==> config.mk <==
export PLATFORM = sky130hd
export DESIGN_NAME = conv_layer_ctrl
export DESIGN_NICKNAME = d
export VERILOG_FILES = /design/src/rtl/conv_pkg.sv /design/src/rtl/ofm_merge_fifo.sv /design/src/rtl/conv_layer_ctrl.sv
export SDC_FILE = /design/constraint.sdc
export NUM_CORES = 1
export LEC_CHECK = 0
export CELL_PAD_IN_SITES_DETAIL_PLACEMENT = 0
export CELL_PAD_IN_SITES_GLOBAL_PLACEMENT = 1
export CORE_MARGIN = 2
export CORE_UTILIZATION = 40
export CTS_BUF_LIST = sky130_fd_sc_hd__clkbuf_8 sky130_fd_sc_hd__clkbuf_16
export CTS_CLUSTER_SIZE = 10
export DETAILED_ROUTE_END_ITERATION = 16
export PLACE_DENSITY_LB_ADDON = 0.1
export SLEW_MARGIN = 40
export SYNTH_ARGS = -nofsm -noshare
export SYNTH_HDL_FRONTEND = slang
export SYNTH_HIERARCHICAL = 1
export SYNTH_SLANG_ARGS = --single-unit
==> constraint.sdc <==
create_clock -name clk -period 5.2 [get_ports clk]
set_clock_uncertainty 0.2 [all_clocks]
set_input_delay 0.78 -clock clk [delete_from_list [all_inputs] [get_ports clk]]
set_output_delay 0.78 -clock clk [all_outputs]
set_load 0.02 [all_outputs]
==> src/rtl/conv_pkg.sv <==
// rtl/conv_pkg.sv - shared FSM state type, default widths and byte strides for the conv layer controller
package conv_pkg;

    typedef enum logic [2:0] {
        ST_IDLE  = 3'd0,
        ST_START = 3'd1,
        ST_RUN   = 3'd2,
        ST_DRAIN = 3'd3,
        ST_DONE  = 3'd4
    } state_e;

    localparam int DEF_ADDR_W = 20;
    localparam int DEF_OUT_W  = 25;

    // Byte advance per fetch strobe / per written OFM word
    localparam int IFM_STRIDE = 8;
    localparam int WGT_STRIDE = 4;
    localparam int OFM_STRIDE = 4;

endpackage

==> src/rtl/ofm_merge_fifo.sv <==
// rtl/ofm_merge_fifo.sv - dual-push single-pop OFM merge FIFO with drop-on-full detection
module ofm_merge_fifo #(
    parameter int W     = 25,
    parameter int DEPTH = 4
) (
    input  logic         clk,
    input  logic         rst_n,
    input  logic         push0_v_i,
    input  logic [W-1:0] push0_data_i,
    input  logic         push1_v_i,
    input  logic [W-1:0] push1_data_i,
    input  logic         pop_i,
    output logic [W-1:0] head_o,
    output logic         empty_o,
    output logic         drop_o
);

    localparam int PW = $clog2(DEPTH);
    localparam int CW = PW + 1;
    localparam logic [CW-1:0] DEPTH_C = CW'(DEPTH);

    logic [W-1:0]  mem_q [DEPTH];
    logic [PW-1:0] wr_ptr_q, wr_ptr_d;
    logic [PW-1:0] rd_ptr_q, rd_ptr_d;
    logic [CW-1:0] count_q, count_d;
    logic [PW-1:0] wr_ptr_nx;

    logic          a_v, b_v;
    logic [W-1:0]  a_data;
    logic          acc_a, acc_b, pop;

    // Collapse the two ports into an ordered push list and decide what fits;
    // occupancy is taken before this cycle's pop, so a pop never frees room early.
    always_comb begin
        a_v       = push0_v_i | push1_v_i;
        a_data    = push0_v_i ? push0_data_i : push1_data_i;
        b_v       = push0_v_i & push1_v_i;
        acc_a     = a_v && (count_q < DEPTH_C);
        acc_b     = b_v && ((count_q + CW'(acc_a)) < DEPTH_C);
        pop       = pop_i && (count_q != '0);
        drop_o    = (a_v & ~acc_a) | (b_v & ~acc_b);
        count_d   = count_q + CW'(acc_a) + CW'(acc_b) - CW'(pop);
        wr_ptr_d  = wr_ptr_q + PW'(acc_a) + PW'(acc_b);
        rd_ptr_d  = rd_ptr_q + PW'(pop);
        wr_ptr_nx = wr_ptr_q + PW'(1);
    end

    // Pointer and occupancy registers
    always_ff @(posedge clk or negedge rst_n) begin
        if (!rst_n) begin
            wr_ptr_q <= '0;
            rd_ptr_q <= '0;
            count_q  <= '0;
        end else begin
            wr_ptr_q <= wr_ptr_d;
            rd_ptr_q <= rd_ptr_d;
            count_q  <= count_d;
        end
    end

    // Storage: first accepted push lands at the write pointer, the second right after it
    always_ff @(posedge clk) begin
        if (acc_a) mem_q[wr_ptr_q]  <= a_data;
        if (acc_b) mem_q[wr_ptr_nx] <= push1_data_i;
    end

    assign head_o  = mem_q[rd_ptr_q];
    assign empty_o = (count_q == '0);

endmodule

==> src/rtl/conv_layer_ctrl.sv <==
// rtl/conv_layer_ctrl.sv - conv layer sequencer, fetch address generators and OFM write-back (ReLU option: CONV_CTRL_RELU_EN)
module conv_layer_ctrl
    import conv_pkg::*;
#(
    parameter int ADDR_W     = DEF_ADDR_W,
    parameter int OUT_W      = DEF_OUT_W,
    parameter int FIFO_DEPTH = 4
) (
    input  logic              clk,
    input  logic              rst_n,
    input  logic              layer_start,
    input  logic [1:0]        cfg_ci_i,
    input  logic [1:0]        cfg_co_i,
    input  logic [7:0]        num_tiles,
    input  logic [ADDR_W-1:0] ifm_base,
    input  logic [ADDR_W-1:0] wgt_base,
    input  logic [ADDR_W-1:0] ofm_base,
    output logic              start_conv,
    output logic [1:0]        cfg_ci,
    output logic [1:0]        cfg_co,
    input  logic              ifm_read,
    input  logic              wgt_read,
    output logic [ADDR_W-1:0] ifm_addr,
    output logic [ADDR_W-1:0] wgt_addr,
    input  logic              end_conv,
    input  logic [OUT_W-1:0]  ofm_port0,
    input  logic [OUT_W-1:0]  ofm_port1,
    input  logic              ofm_port0_v,
    input  logic              ofm_port1_v,
    output logic              wr_valid,
    input  logic              wr_ready,
    output logic [OUT_W-1:0]  wr_data,
    output logic [ADDR_W-1:0] wr_addr,
    output logic              busy,
    output logic              layer_done,
    output logic              ofm_ovf
);

    state_e            state_q, state_d;
    logic [7:0]        tile_cnt_q, tile_cnt_d;
    logic [7:0]        num_tiles_q;
    logic [1:0]        cfg_ci_q, cfg_co_q;
    logic [ADDR_W-1:0] ifm_ptr_q, ifm_ptr_d;
    logic [ADDR_W-1:0] wgt_ptr_q, wgt_ptr_d;
    logic [ADDR_W-1:0] ofm_ptr_q, ofm_ptr_d;
    logic              ofm_ovf_q, ofm_ovf_d;

    logic              accept_start;
    logic              fifo_empty, fifo_drop, fifo_pop;
    logic [OUT_W-1:0]  push0_data, push1_data;
    logic [OUT_W-1:0]  fifo_head;

    assign accept_start = (state_q == ST_IDLE) && layer_start;

`ifdef CONV_CTRL_RELU_EN
    assign push0_data = ofm_port0[OUT_W-1] ? '0 : ofm_port0;
    assign push1_data = ofm_port1[OUT_W-1] ? '0 : ofm_port1;
`else
    assign push0_data = ofm_port0;
    assign push1_data = ofm_port1;
`endif

    // Layer sequencing: next state, tile counting and the one-cycle pulses
    always_comb begin
        state_d    = state_q;
        tile_cnt_d = tile_cnt_q;
        start_conv = 1'b0;
        layer_done = 1'b0;
        case (state_q)
            ST_IDLE: begin
                if (layer_start) begin
                    tile_cnt_d = '0;
                    state_d    = (num_tiles != 8'd0) ? ST_START : ST_DONE;
                end
            end
            ST_START: begin
                start_conv = 1'b1;
                state_d    = ST_RUN;
            end
            ST_RUN: begin
                if (end_conv) begin
                    tile_cnt_d = tile_cnt_q + 8'd1;
                    state_d    = (tile_cnt_q + 8'd1 == num_tiles_q) ? ST_DRAIN : ST_START;
                end
            end
            ST_DRAIN: begin
                if (fifo_empty) state_d = ST_DONE;
            end
            ST_DONE: begin
                layer_done = 1'b1;
                state_d    = ST_IDLE;
            end
            default: state_d = ST_IDLE;
        endcase
    end

    // Fetch/write pointers and the sticky overflow; a drop in the start cycle still counts
    always_comb begin
        ifm_ptr_d = ifm_ptr_q;
        wgt_ptr_d = wgt_ptr_q;
        ofm_ptr_d = ofm_ptr_q;
        ofm_ovf_d = ofm_ovf_q;
        if (accept_start) begin
            ifm_ptr_d = ifm_base;
            wgt_ptr_d = wgt_base;
            ofm_ptr_d = ofm_base;
            ofm_ovf_d = 1'b0;
        end else begin
            if (ifm_read) ifm_ptr_d = ifm_ptr_q + ADDR_W'(IFM_STRIDE);
            if (wgt_read) wgt_ptr_d = wgt_ptr_q + ADDR_W'(WGT_STRIDE);
            if (fifo_pop) ofm_ptr_d = ofm_ptr_q + ADDR_W'(OFM_STRIDE);
        end
        if (fifo_drop) ofm_ovf_d = 1'b1;
    end

    // State, counters, pointers and latched layer configuration
    always_ff @(posedge clk or negedge rst_n) begin
        if (!rst_n) begin
            state_q     <= ST_IDLE;
            tile_cnt_q  <= '0;
            num_tiles_q <= '0;
            cfg_ci_q    <= '0;
            cfg_co_q    <= '0;
            ifm_ptr_q   <= '0;
            wgt_ptr_q   <= '0;
            ofm_ptr_q   <= '0;
            ofm_ovf_q   <= 1'b0;
        end else begin
            state_q    <= state_d;
            tile_cnt_q <= tile_cnt_d;
            ifm_ptr_q  <= ifm_ptr_d;
            wgt_ptr_q  <= wgt_ptr_d;
            ofm_ptr_q  <= ofm_ptr_d;
            ofm_ovf_q  <= ofm_ovf_d;
            if (accept_start) begin
                num_tiles_q <= num_tiles;
                cfg_ci_q    <= cfg_ci_i;
                cfg_co_q    <= cfg_co_i;
            end
        end
    end

    ofm_merge_fifo #(
        .W     (OUT_W),
        .DEPTH (FIFO_DEPTH)
    ) u_fifo (
        .clk          (clk),
        .rst_n        (rst_n),
        .push0_v_i    (ofm_port0_v),
        .push0_data_i (push0_data),
        .push1_v_i    (ofm_port1_v),
        .push1_data_i (push1_data),
        .pop_i        (fifo_pop),
        .head_o       (fifo_head),
        .empty_o      (fifo_empty),
        .drop_o       (fifo_drop)
    );

    assign fifo_pop = wr_valid & wr_ready;
    assign wr_valid = ~fifo_empty;
    assign wr_data  = fifo_head;
    assign wr_addr  = ofm_ptr_q;
    assign ifm_addr = ifm_ptr_q;
    assign wgt_addr = wgt_ptr_q;
    assign cfg_ci   = cfg_ci_q;
    assign cfg_co   = cfg_co_q;
    assign busy     = (state_q != ST_IDLE);
    assign ofm_ovf  = ofm_ovf_q;

endmodule

==> impl_metrics.json, run 1 <==
{
  "status": "complete, no violations",
  "hold_depth": 2,
  "start_util_pct": 40.85,
  "seq_area_mm2": 0.005284,
  "cp_cell_sequence": "clkdlybuf4s50_1 -> nor2_1 -> nor2_1 -> ha_1 -> ha_1 -> and3b_2 -> a211oi_1 -> o32ai_4 -> buf_4",
  "ir_worst_vdd_uv": 277.1,
  "ys_seq_area_share_pct": 53.15,
  "io_pins": 225,
  "yosysUniqueCellTypes": 70,
  "antenna_found_initial": 1,
  "reg2reg_depth": 7,
  "synth_edf_count": 100,
  "min_from": "ifm_addr[2]",
  "cp.arrival_ns": 3.47,
  "die-height_um": 161.6,
  "syn-cell-area_mm2": 0.009935,
  "start_kind": "primary input",
  "core_area_mm2": 0.02432,
  "path_buf_inv": 2,
  "maxSlewHeadroom_pct": 47.61,
  "synthCells": 836,
  "critPathKind": "primary input to flop",
  "period_share_pct": 67.89,
  "cp_data_required_time_ns": 5.14,
  "die_area_mm2": 0.02611,
  "cap_violations": 0,
  "intPower_mw": 4.422,
  "dr.pass1.iters": 4,
  "cts-root-buf": "clkbuf_16",
  "nets": 1188,
  "drt-initial-drc-count": 406,
  "p_comb_share_pct": 44.8,
  "dp_hpwl_um": 17030,
  "cts_tree": "built",
  "rsz0062_at_grt": "no",
  "switchingPower_mw": 2.889,
  "async_reset_ff_share_pct": 47.64,
  "io_buffers": 224,
  "end_kind": "flop",
  "gr-total-overflow": 0,
  "cp_max_fo": 25,
  "avgSynthCellArea_um2": 11.88,
  "grt_start_max_net_pins": 54,
  "multiInputGateArea_mm2": 0.004323,
  "worst_slew_pin_slew_ns": 0.7858,
  "crit_slowest_cell": "clkdlybuf4s50_1",
  "cts_sinks": 191,
  "slowest_delay_ns": 0.68,
  "power_frac_seq_pct": 37.1,
  "grt_pass1_wl_um": 40720,
  "finalSetupViolations": 0,
  "clk_latency_ns": 0.43,
  "clock_path_buffers": 2,
  "grt_pass1_vias": 7524,
  "p_per_area_mw_per_mm2": 559.4,
  "setup_tns_ns": 0,
  "routed_wl_um": 25370,
  "die_w_um": 161.6,
  "n_fill_cell": 2159,
  "rr_startpoint": "u_fifo/count_q[2]",
  "slew_violations": 0,
  "holdWs_ns": 0.2755,
  "cts_buffers": 17,
  "worstHoldEndpoint": "ifm_addr[2]",
  "synth_flop_cell": "edfxtp_1",
  "worstHoldPathType": "flop to flop",
  "swShare_pct": 39.51,
  "via_per_inst": 5.275,
  "drive_gt1_share_pct": 11.90,
  "post_cts_resized": 0,
  "r2r_slack_ns": 2.00,
  "antenna_left": 0,
  "htree_levels": 4,
  "area_growth_pct": 31.55,
  "power_frac_clock_pct": 18.1,
  "fmax_mhz": 283.3,
  "grt_usage_pct": 19.89,
  "gp_congestion": 0.7741,
  "period_needed_ns": 3.530,
  "clkTransAtPathRegs_ns": 0.07,
  "yosysWarnings": 6,
  "wire_per_inst_um": 18.33,
  "cp-startpoint": "ofm_port1_v",
  "critPathTopFamily": "buffers and inverters",
  "drc": 0,
  "hold_violations": 0,
  "ys_ff_latch": 191,
  "reg2reg_to": "u_fifo/mem_q[2][11]",
  "num_vias": 7301,
  "syn-num-nets": 978,
  "rows": 57,
  "p_leak_nw": 4.814
}
-- repair_timing --
action,CTS,global route
hold buffers,0,1
setup buffers,0,0
hold endpoints to repair,0,13
-- power by group through the flow --
stage	Combinational (mW)	Sequential [mW]	Clock, mW
after floorplan	1.81	2.87	0
after global placement	3.27	2.75	0
after detailed placement	3.31	2.75	0
after CTS	3.32	2.73	1.36
after global routing	3.55	2.81	1.41
final	3.28	2.72	1.32
-- sequential cells by signal (all words and copies together), names as in the netlist, 3 cells and up --
name            count
u_fifo/count_q      3
state_q             3
num_tiles_q         8
wr_addr            20
ifm_addr           20
tile_cnt_q          8
wgt_addr           20
u_fifo/mem_q      100
-- Yosys cell counts, drive strengths merged, types with 2 or more instances --
cell type,instances,area (um2)
a211oi,2,20.02
a21o,2,16.27
a21oi,3,15.01
a22o,2,17.52
a22oi,2,15.01
a31oi,3,18.77
and2,4,27.53
and3,12,86.33
buf,37,284.0
clkbuf,15,61.31
dfrtp,91,2277
edfxtp,100,3003
ha,10,125.1
inv,11,41.29
mux2i,4,40.04
mux4,25,563.0
nand2,165,619.3
nand2b,8,57.55
nand3,18,90.09
nand3b,2,27.53
nand4,14,130.1
nor2,23,88.84
nor2b,4,25.02
nor3,11,75.07
nor3b,3,22.52
nor4,9,107.6
o21ai,70,387.9
o2bb2ai,100,875.8
o31ai,2,33.78
o32ai,2,17.52
or2,3,21.27
xnor2,24,210.2
xor2,40,369.1
-- worst max-delay path by stage --
stage / endpoint / slack, ns / cells past startpoint
3_5_place_dp: u_fifo/mem_q[1][20] / 1.21 / 9
5_1_grt: u_fifo/mem_q[2][11] / 1.44 / 9
6_report: u_fifo/mem_q[1][24] / 1.67 / 9
4_1_cts: u_fifo/mem_q[1][24] / 1.67 / 9
2_1_floorplan: u_fifo/mem_q[1][0] / 0.42 / 9
3_3_place_gp: u_fifo/mem_q[1][20] / 1.27 / 9
-- logic make-up after synthesis --
| logic type | after synthesis | synth area share, % |
|---|---|---|
| AOI/OAI and AO/OA | 194 | 14.82 |
| xor gates and xnor gates | 64 | 5.831 |
| adders and majority gates | 11 | 1.461 |
| buffers and inverters | 63 | 3.892 |
| DFF | 191 | 53.15 |
| muxes | 30 | 6.184 |
| and+or+nand+nor | 283 | 14.66 |
-- layer usage --
layer  up-vias  track usage [%]  share of wire (%)
met3        12            6.240                7.0
met2       177            33.02                 49
met1      3571            25.88                 43
met5         -                0                  0
met4         0            3.815               0.73
li1       3541                -                  -
-- tightest hold or removal path: stages (launching register included) --
cell,delay (ns)
dfrtp_1,0.34
nand2_1,0.05
nand2_1,0.05
-- stage by stage --
step | std cells | setup WS, ns | cell area, um2 | util (%) | power (mW)
6_report | 1384 | 1.670 | 13070 | 53.74 | 7.311
5_1_grt | 1383 | 1.442 | 13070 | 53.73 | 7.774
4_1_cts | 1381 | 1.675 | 13040 | 53.60 | 7.407
3_5_place_dp | 1349 | 1.208 | 12430 | 51.10 | 6.060
3_3_place_gp | 1348 | 1.274 | 12410 | 51.01 | 6.026
2_1_floorplan | 836 | 0.4173 | 9935 | - | 4.680
-- cells in the final DEF (no fill, tap or decap), types with 7 or more instances in the layout --
master and instances:
clkdlybuf4s50_1 222, nand2_1 165, o2bb2ai_1 100, edfxtp_1 100, dfrtp_1 90, o21ai_0 51, xor2_1 39, mux4_2 25
xnor2_1 24, nor2_1 22, nand3_1 18, clkbuf_16 17, buf_4 17, inv_1 11, o21ai_2 10, nand4_1 10
ha_1 10, o21ai_1 9, and3_1 9, nor3_1 7, nand2b_1 7
-- final cells by class --
type,count,area share (%)
Inverter,11,0.3159
Tap cell,324,3.102
Clock inverter,15,1.398
Clock buffer,17,3.255
Sequential cell,191,40.43
Antenna cell,1,0.01915
Timing Repair Buffer,243,18.40
Multi-Input combinational cell,582,33.08
Note: power is estimated with default switching activity, not from simulation.
==> run 2, diff against run 1 <==
==> constraint.sdc (replaced) <==
create_clock -name clk -period 3.4 [get_ports clk]
set_clock_uncertainty 0.2 [all_clocks]
set_input_delay 0.51 -clock clk [delete_from_list [all_inputs] [get_ports clk]]
set_output_delay 0.51 -clock clk [all_outputs]
set_load 0.02 [all_outputs]
==> run 2 against run 1 <==
- final cell count increased by 0.43%
- largest cell class unchanged
- critical path type is now flop to primary output
- final area up 0.81%
- die area unchanged
- critical path depth shrank 6
- total power up 55%
- utilization grew 0.44 points
==> impl_metrics.json, run 2 (synthesis gave the netlist of run 1 again) <==
{
  "status": "complete, no violations",
  "drc": 0,
  "grt_pass1_vias": 7424,
  "io_buffers": 224,
  "n_fill_cell": 2139,
  "start_kind": "flop",
  "switchingPower_mw": 4.451,
  "p_leak_nw": 4.858,
  "power_frac_clock_pct": 17.6,
  "cts_tree": "built",
  "multiInputGateArea_mm2": 0.004323,
  "via_per_inst": 5.197,
  "p_comb_share_pct": 46.3,
  "cap_violations": 0,
  "start_util_pct": 40.85,
  "antenna_found_initial": 0,
  "area_growth_pct": 32.62,
  "end_kind": "primary output",
  "core_area_mm2": 0.02432,
  "top_register": "u_fifo/mem_q",
  "io_pins": 225,
  "cp_cell_sequence": "buf_4 -> mux4_2 -> clkdlybuf4s50_1",
  "drt-initial-drc-count": 352,
  "r2r_slack_ns": 0.68,
  "fmax_mhz": 318.2,
  "post_cts_resized": 0,
  "hold_depth": 1,
  "htree_levels": 4,
  "nets": 1194,
  "drive_gt1_share_pct": 12.39,
  "rsz0062_at_grt": "no",
  "die_area_mm2": 0.02611,
  "clk_latency_ns": 0.44,
  "finalNonFillerCells": 1390,
  "gr-total-overflow": 0,
  "holdWs_ns": 0.2680,
  "cts_sinks": 191,
  "largest_reg_flops": 100,
  "period_needed_ns": 3.143,
  "cp_data_required_time_ns": 2.69,
  "clock_path_buffers": 2,
  "cp.arrival_ns": 2.43,
  "critPathTopFamily": "buffers and inverters",
  "setup_tns_ns": 0,
  "grt_usage_pct": 19.80,
  "routed_wl_um": 25630,
  "antenna_left": 0,
  "wire_per_inst_um": 18.44,
  "finalSetupViolations": 0,
  "cts_buffers": 17,
  "p_per_area_mw_per_mm2": 859.0,
  "power.total_mw": 11.32,
  "grt_pass1_wl_um": 40380,
  "gp_congestion": 0.7504,
  "reg2reg_to": "u_fifo/mem_q[1][0]",
  "seq_area_mm2": 0.005281,
  "cp.depth": 3,
  "die_w_um": 161.6,
  "final_common_cell": "clkdlybuf4s50_1",
  "critPathKind": "flop to primary output",
  "clkTransAtPathRegs_ns": 0.07,
  "worstHoldEndpoint": "u_fifo/rd_ptr_q[1]",
  "power_frac_seq_pct": 36.1,
  "dr.pass1.iters": 4,
  "final_cell_area_mm2": 0.01318,
  "rows": 57,
  "dpl.cell_count": 1356,
  "dp_hpwl_um": 16980,
  "num_vias": 7224,
  "worstHoldPathType": "flop to flop",
  "layout_common_cells": "clkdlybuf4s50_1 (222), nand2_1 (165), o2bb2ai_1 (100), edfxtp_1 (100), dfrtp_1 (90)",
  "hold_violations": 0,
  "worst_slew_pin_slew_ns": 0.7575,
  "intPower_mw": 6.866,
  "min_from": "u_fifo/rd_ptr_q[1]",
  "placed_cell_area_mm2": 0.01258,
  "reg2reg_depth": 7,
  "period_share_pct": 92.43,
  "swShare_pct": 39.33,
  "slew_violations": 0,
  "slowest_delay_ns": 0.66,
  "cp_max_fo": 12,
  "grt_start_max_net_pins": 92,
  "ir_worst_vdd_uv": 442.4,
  "cts-root-buf": "clkbuf_16",
  "die-height_um": 161.6,
  "maxSlewHeadroom_pct": 49.38,
  "path_buf_inv": 2,
  "crit_slowest_cell": "dfrtp_2",
  "rr_startpoint": "u_fifo/count_q[2]"
}
[run 2: cell count changes in the layout (fill, tap and decap cells not counted), sizes merged]
| cell | delta |
|---|---|
| buf | +6 |
| clkinv | -2 |
| clkinvlp | +1 |
| inv | +1 |
[run 2: final cells by class]
type / count / share of cell area, %
Antenna cell: 1 / 0.01899
Clock buffer: 17 / 3.229
Clock inverter: 15 / 1.206
Inverter: 11 / 0.3134
Multi-Input combinational cell: 582 / 32.81
Sequential cell: 191 / 40.09
Tap cell: 324 / 3.077
Timing Repair Buffer: 249 / 19.26
[run 2: worst register-to-register path: cells and delay by family, from the launching register on]
kind	cells	cell delay, ns
DFF	1	0.43
and+or+nand+nor	2	0.42
buffers and inverters	1	0.20
AOI/OAI and AO/OA	2	0.68
adders and majority gates	2	0.53
[run 2: routing by layer]
metal  share of wire, %  GRT usage, %  wire (um)
met5                  0             0          0
met2                 48         33.18      12390
met3                8.1         5.881       2064
met1                 42         25.19      10870
met4                1.2         5.032        308
[run 2: what timing repair did]
item                      in CTS  in global routing
hold buffers                   1                  0
hold endpoints to repair      91                  0
setup buffers                  0                  0
[run 2: how the worst max path moves through the flow]
stage	start	end	slack [ns]
floorplan	ofm_port0_v	u_fifo/mem_q[3][0]	-0.22
global placement	ofm_port1_v	u_fifo/mem_q[1][20]	0.1
detailed placement	ofm_port1_v	u_fifo/mem_q[3][21]	0.07
CTS	u_fifo/rd_ptr_q[0]	wr_data[6]	0.22
global route	u_fifo/rd_ptr_q[0]	wr_data[6]	0.14
finish	u_fifo/rd_ptr_q[0]	wr_data[6]	0.26
[run 2: power by group through the flow]
| stage | sequential [mW] | combinational, mW | clock, mW |
|---|---|---|---|
| 2_1_floorplan | 4.37 | 2.80 | 0 |
| 3_3_place_gp | 4.12 | 5.29 | 0 |
| 3_5_place_dp | 4.12 | 5.31 | 0 |
| 4_1_cts | 4.09 | 5.33 | 2.04 |
| 5_1_grt | 4.21 | 5.66 | 2.13 |
| 6_report | 4.08 | 5.24 | 1.99 |
[run 2: stage by stage]
| stage | worst slack (ns) | util (%) |
|---|---|---|
| after floorplan | -0.2229 | - |
| after global placement | 0.09677 | 51.72 |
| after detailed placement | 0.07356 | 51.72 |
| after CTS | 0.2218 | 54.16 |
| after global routing | 0.1402 | 54.16 |
| final | 0.2572 | 54.18 |
==> run 3, diff against run 2 <==
--- a/config.mk
+++ b/config.mk
@@ -13,6 +13,7 @@
 export CTS_CLUSTER_SIZE = 10
 export DETAILED_ROUTE_END_ITERATION = 16
 export PLACE_DENSITY_LB_ADDON = 0.1
+export SKIP_CTS_REPAIR_TIMING = 1
 export SLEW_MARGIN = 40
 export SYNTH_ARGS = -nofsm -noshare
 export SYNTH_HDL_FRONTEND = slang
==> run 3 against run 2 <==
- first-iteration DRC count is 2.0% higher
- wire length hardly changed
- utilization stayed put
- count of clock-buffer cells in the layout stayed put
- final area stayed put
- combinational power hardly changed
- non-clock buffer count stayed put
- via count is 0.36% higher
- global-route usage stayed put
- maximum frequency hardly changed
- critical endpoint unchanged
- hold slack better by 0.0025 ns
- sequential cell count stayed put
==> impl_metrics.json, run 3 (synthesis gave the netlist of run 1 again) <==
{
  "final_common_cell": "clkdlybuf4s50_1",
  "power_frac_seq_pct": 36.0,
  "layout_setup_ws_ns": 0.2567,
  "drt-initial-drc-count": 359,
  "cts_buffers": 17,
  "dpl.cell_count": 1356,
  "swShare_pct": 39.35,
  "drc": 0,
  "p_leak_nw": 4.858,
  "cts_sinks": 191,
  "clkTransAtPathRegs_ns": 0.07,
  "worstHoldPathType": "flop to flop",
  "pre_cts_slack_ns": 0.07356,
  "power_frac_clock_pct": 17.6,
  "largest_reg_flops": 100,
  "multiInputGateArea_mm2": 0.004323,
  "area_growth_pct": 32.62,
  "period_share_pct": 92.45,
  "antenna_found_initial": 0,
  "gp_congestion": 0.7504,
  "cap_violations": 0,
  "period_needed_ns": 3.143,
  "die-height_um": 161.6,
  "io_pins": 225,
  "rsz0062_at_grt": "no",
  "die_area_mm2": 0.02611,
  "fmax_mhz": 318.1,
  "rows": 57,
  "switchingPower_mw": 4.454,
  "io_buffers": 224,
  "htree_levels": 4,
  "critPathKind": "flop to primary output",
  "cp_data_required_time_ns": 2.69,
  "die_w_um": 161.6,
  "clock_path_buffers": 2,
  "maxSlewHeadroom_pct": 49.17,
  "status": "complete, no violations",
  "p_comb_share_pct": 46.4,
  "layout_common_cells": "clkdlybuf4s50_1 (222), nand2_1 (165), o2bb2ai_1 (100), edfxtp_1 (100), dfrtp_1 (90)",
  "p_per_area_mw_per_mm2": 859.2,
  "top_register": "u_fifo/mem_q",
  "antenna_left": 0,
  "finalNonFillerCells": 1390,
  "start_kind": "flop",
  "intPower_mw": 6.866,
  "setup_tns_ns": 0,
  "grt_usage_pct": 19.80,
  "num_vias": 7250,
  "start_util_pct": 40.85,
  "grt_pass1_wl_um": 40380,
  "slew_violations": 0,
  "power.total_mw": 11.32,
  "grt_pass1_vias": 7424,
  "cp_max_fo": 12,
  "cts_tree": "built",
  "drive_gt1_share_pct": 12.39,
  "nets": 1194,
  "via_per_inst": 5.216,
  "end_kind": "primary output",
  "ir_worst_vdd_uv": 442.4,
  "clk_latency_ns": 0.44,
  "hold_violations": 0,
  "core_area_mm2": 0.02432,
  "routed_wl_um": 25630,
  "dr.pass1.iters": 4,
  "finalSetupViolations": 0,
  "grt_start_max_net_pins": 92,
  "dp_hpwl_um": 16980,
  "cts-root-buf": "clkbuf_16",
  "worst_slew_pin_slew_ns": 0.7625,
  "n_fill_cell": 2134,
  "cp.arrival_ns": 2.43,
  "wire_per_inst_um": 18.44,
  "gr-total-overflow": 0,
  "seq_area_mm2": 0.005281
}
-- run 3: cell counts in the layout (fill, tap and decap cells not counted) --
Identical to the previous run, type by type.
-- run 3: path summary, 6_finish.rpt --
check,start,endpoint,slack [ns],depth (start not counted)
max reg2reg,u_fifo/count_q[2],u_fifo/mem_q[3][14],0.68,7
max in group asynchronous,rst_n,u_fifo/rd_ptr_q[0],2.13,3
max,u_fifo/rd_ptr_q[0],wr_data[6],0.26,3
min in group asynchronous,rst_n,state_q[0],0.42,3
min,u_fifo/rd_ptr_q[1],u_fifo/rd_ptr_q[1],0.27,1
min reg2reg,u_fifo/rd_ptr_q[1],u_fifo/rd_ptr_q[1],0.27,1
-- run 3: per-layer routing --
layer / track usage (%) / vias to the layer above / wire length [um]
met4: 5.032 / 0 / 308
met5: 0 / - / 0
met1: 25.19 / 3495 / 10890
met3: 5.881 / 22 / 2045
met2: 33.18 / 206 / 12390
li1: - / 3527 / -
-- run 3: power by group through the flow --
stage | logic (mW) | registers (mW) | clock network [mW]
6_report | 5.25 | 4.08 | 1.99
5_1_grt | 5.66 | 4.21 | 2.13
4_1_cts | 5.33 | 4.09 | 2.04
3_5_place_dp | 5.31 | 4.12 | 0
3_3_place_gp | 5.29 | 4.12 | 0
2_1_floorplan | 2.80 | 4.37 | 0
-- run 3: cell type report --
cell class,count,share of cell area [%]
inverters,11,0.3134
multi-input cells,582,32.81
clock buffers,17,3.229
diodes,1,0.01899
repair buffers,249,19.26
flip-flops and latches,191,40.09
well taps,324,3.077
clock inverters,15,1.206
-- run 3: stage by stage --
step,hold slack (ns),util (%),area [um2]
finish,0.2705,54.18,13180
floorplan,0.01441,-,9956
detailed placement,0.2584,51.72,12580
global placement,0.2552,51.72,12580
global route,0.2845,54.16,13170
CTS,-0.07562,54.12,13160
-- run 3: critical path, cell delays in order, from the launching register on --
cell and delay [ns]:
dfrtp_2 0.66, buf_4 0.24, mux4_2 0.53, clkdlybuf4s50_1 0.57
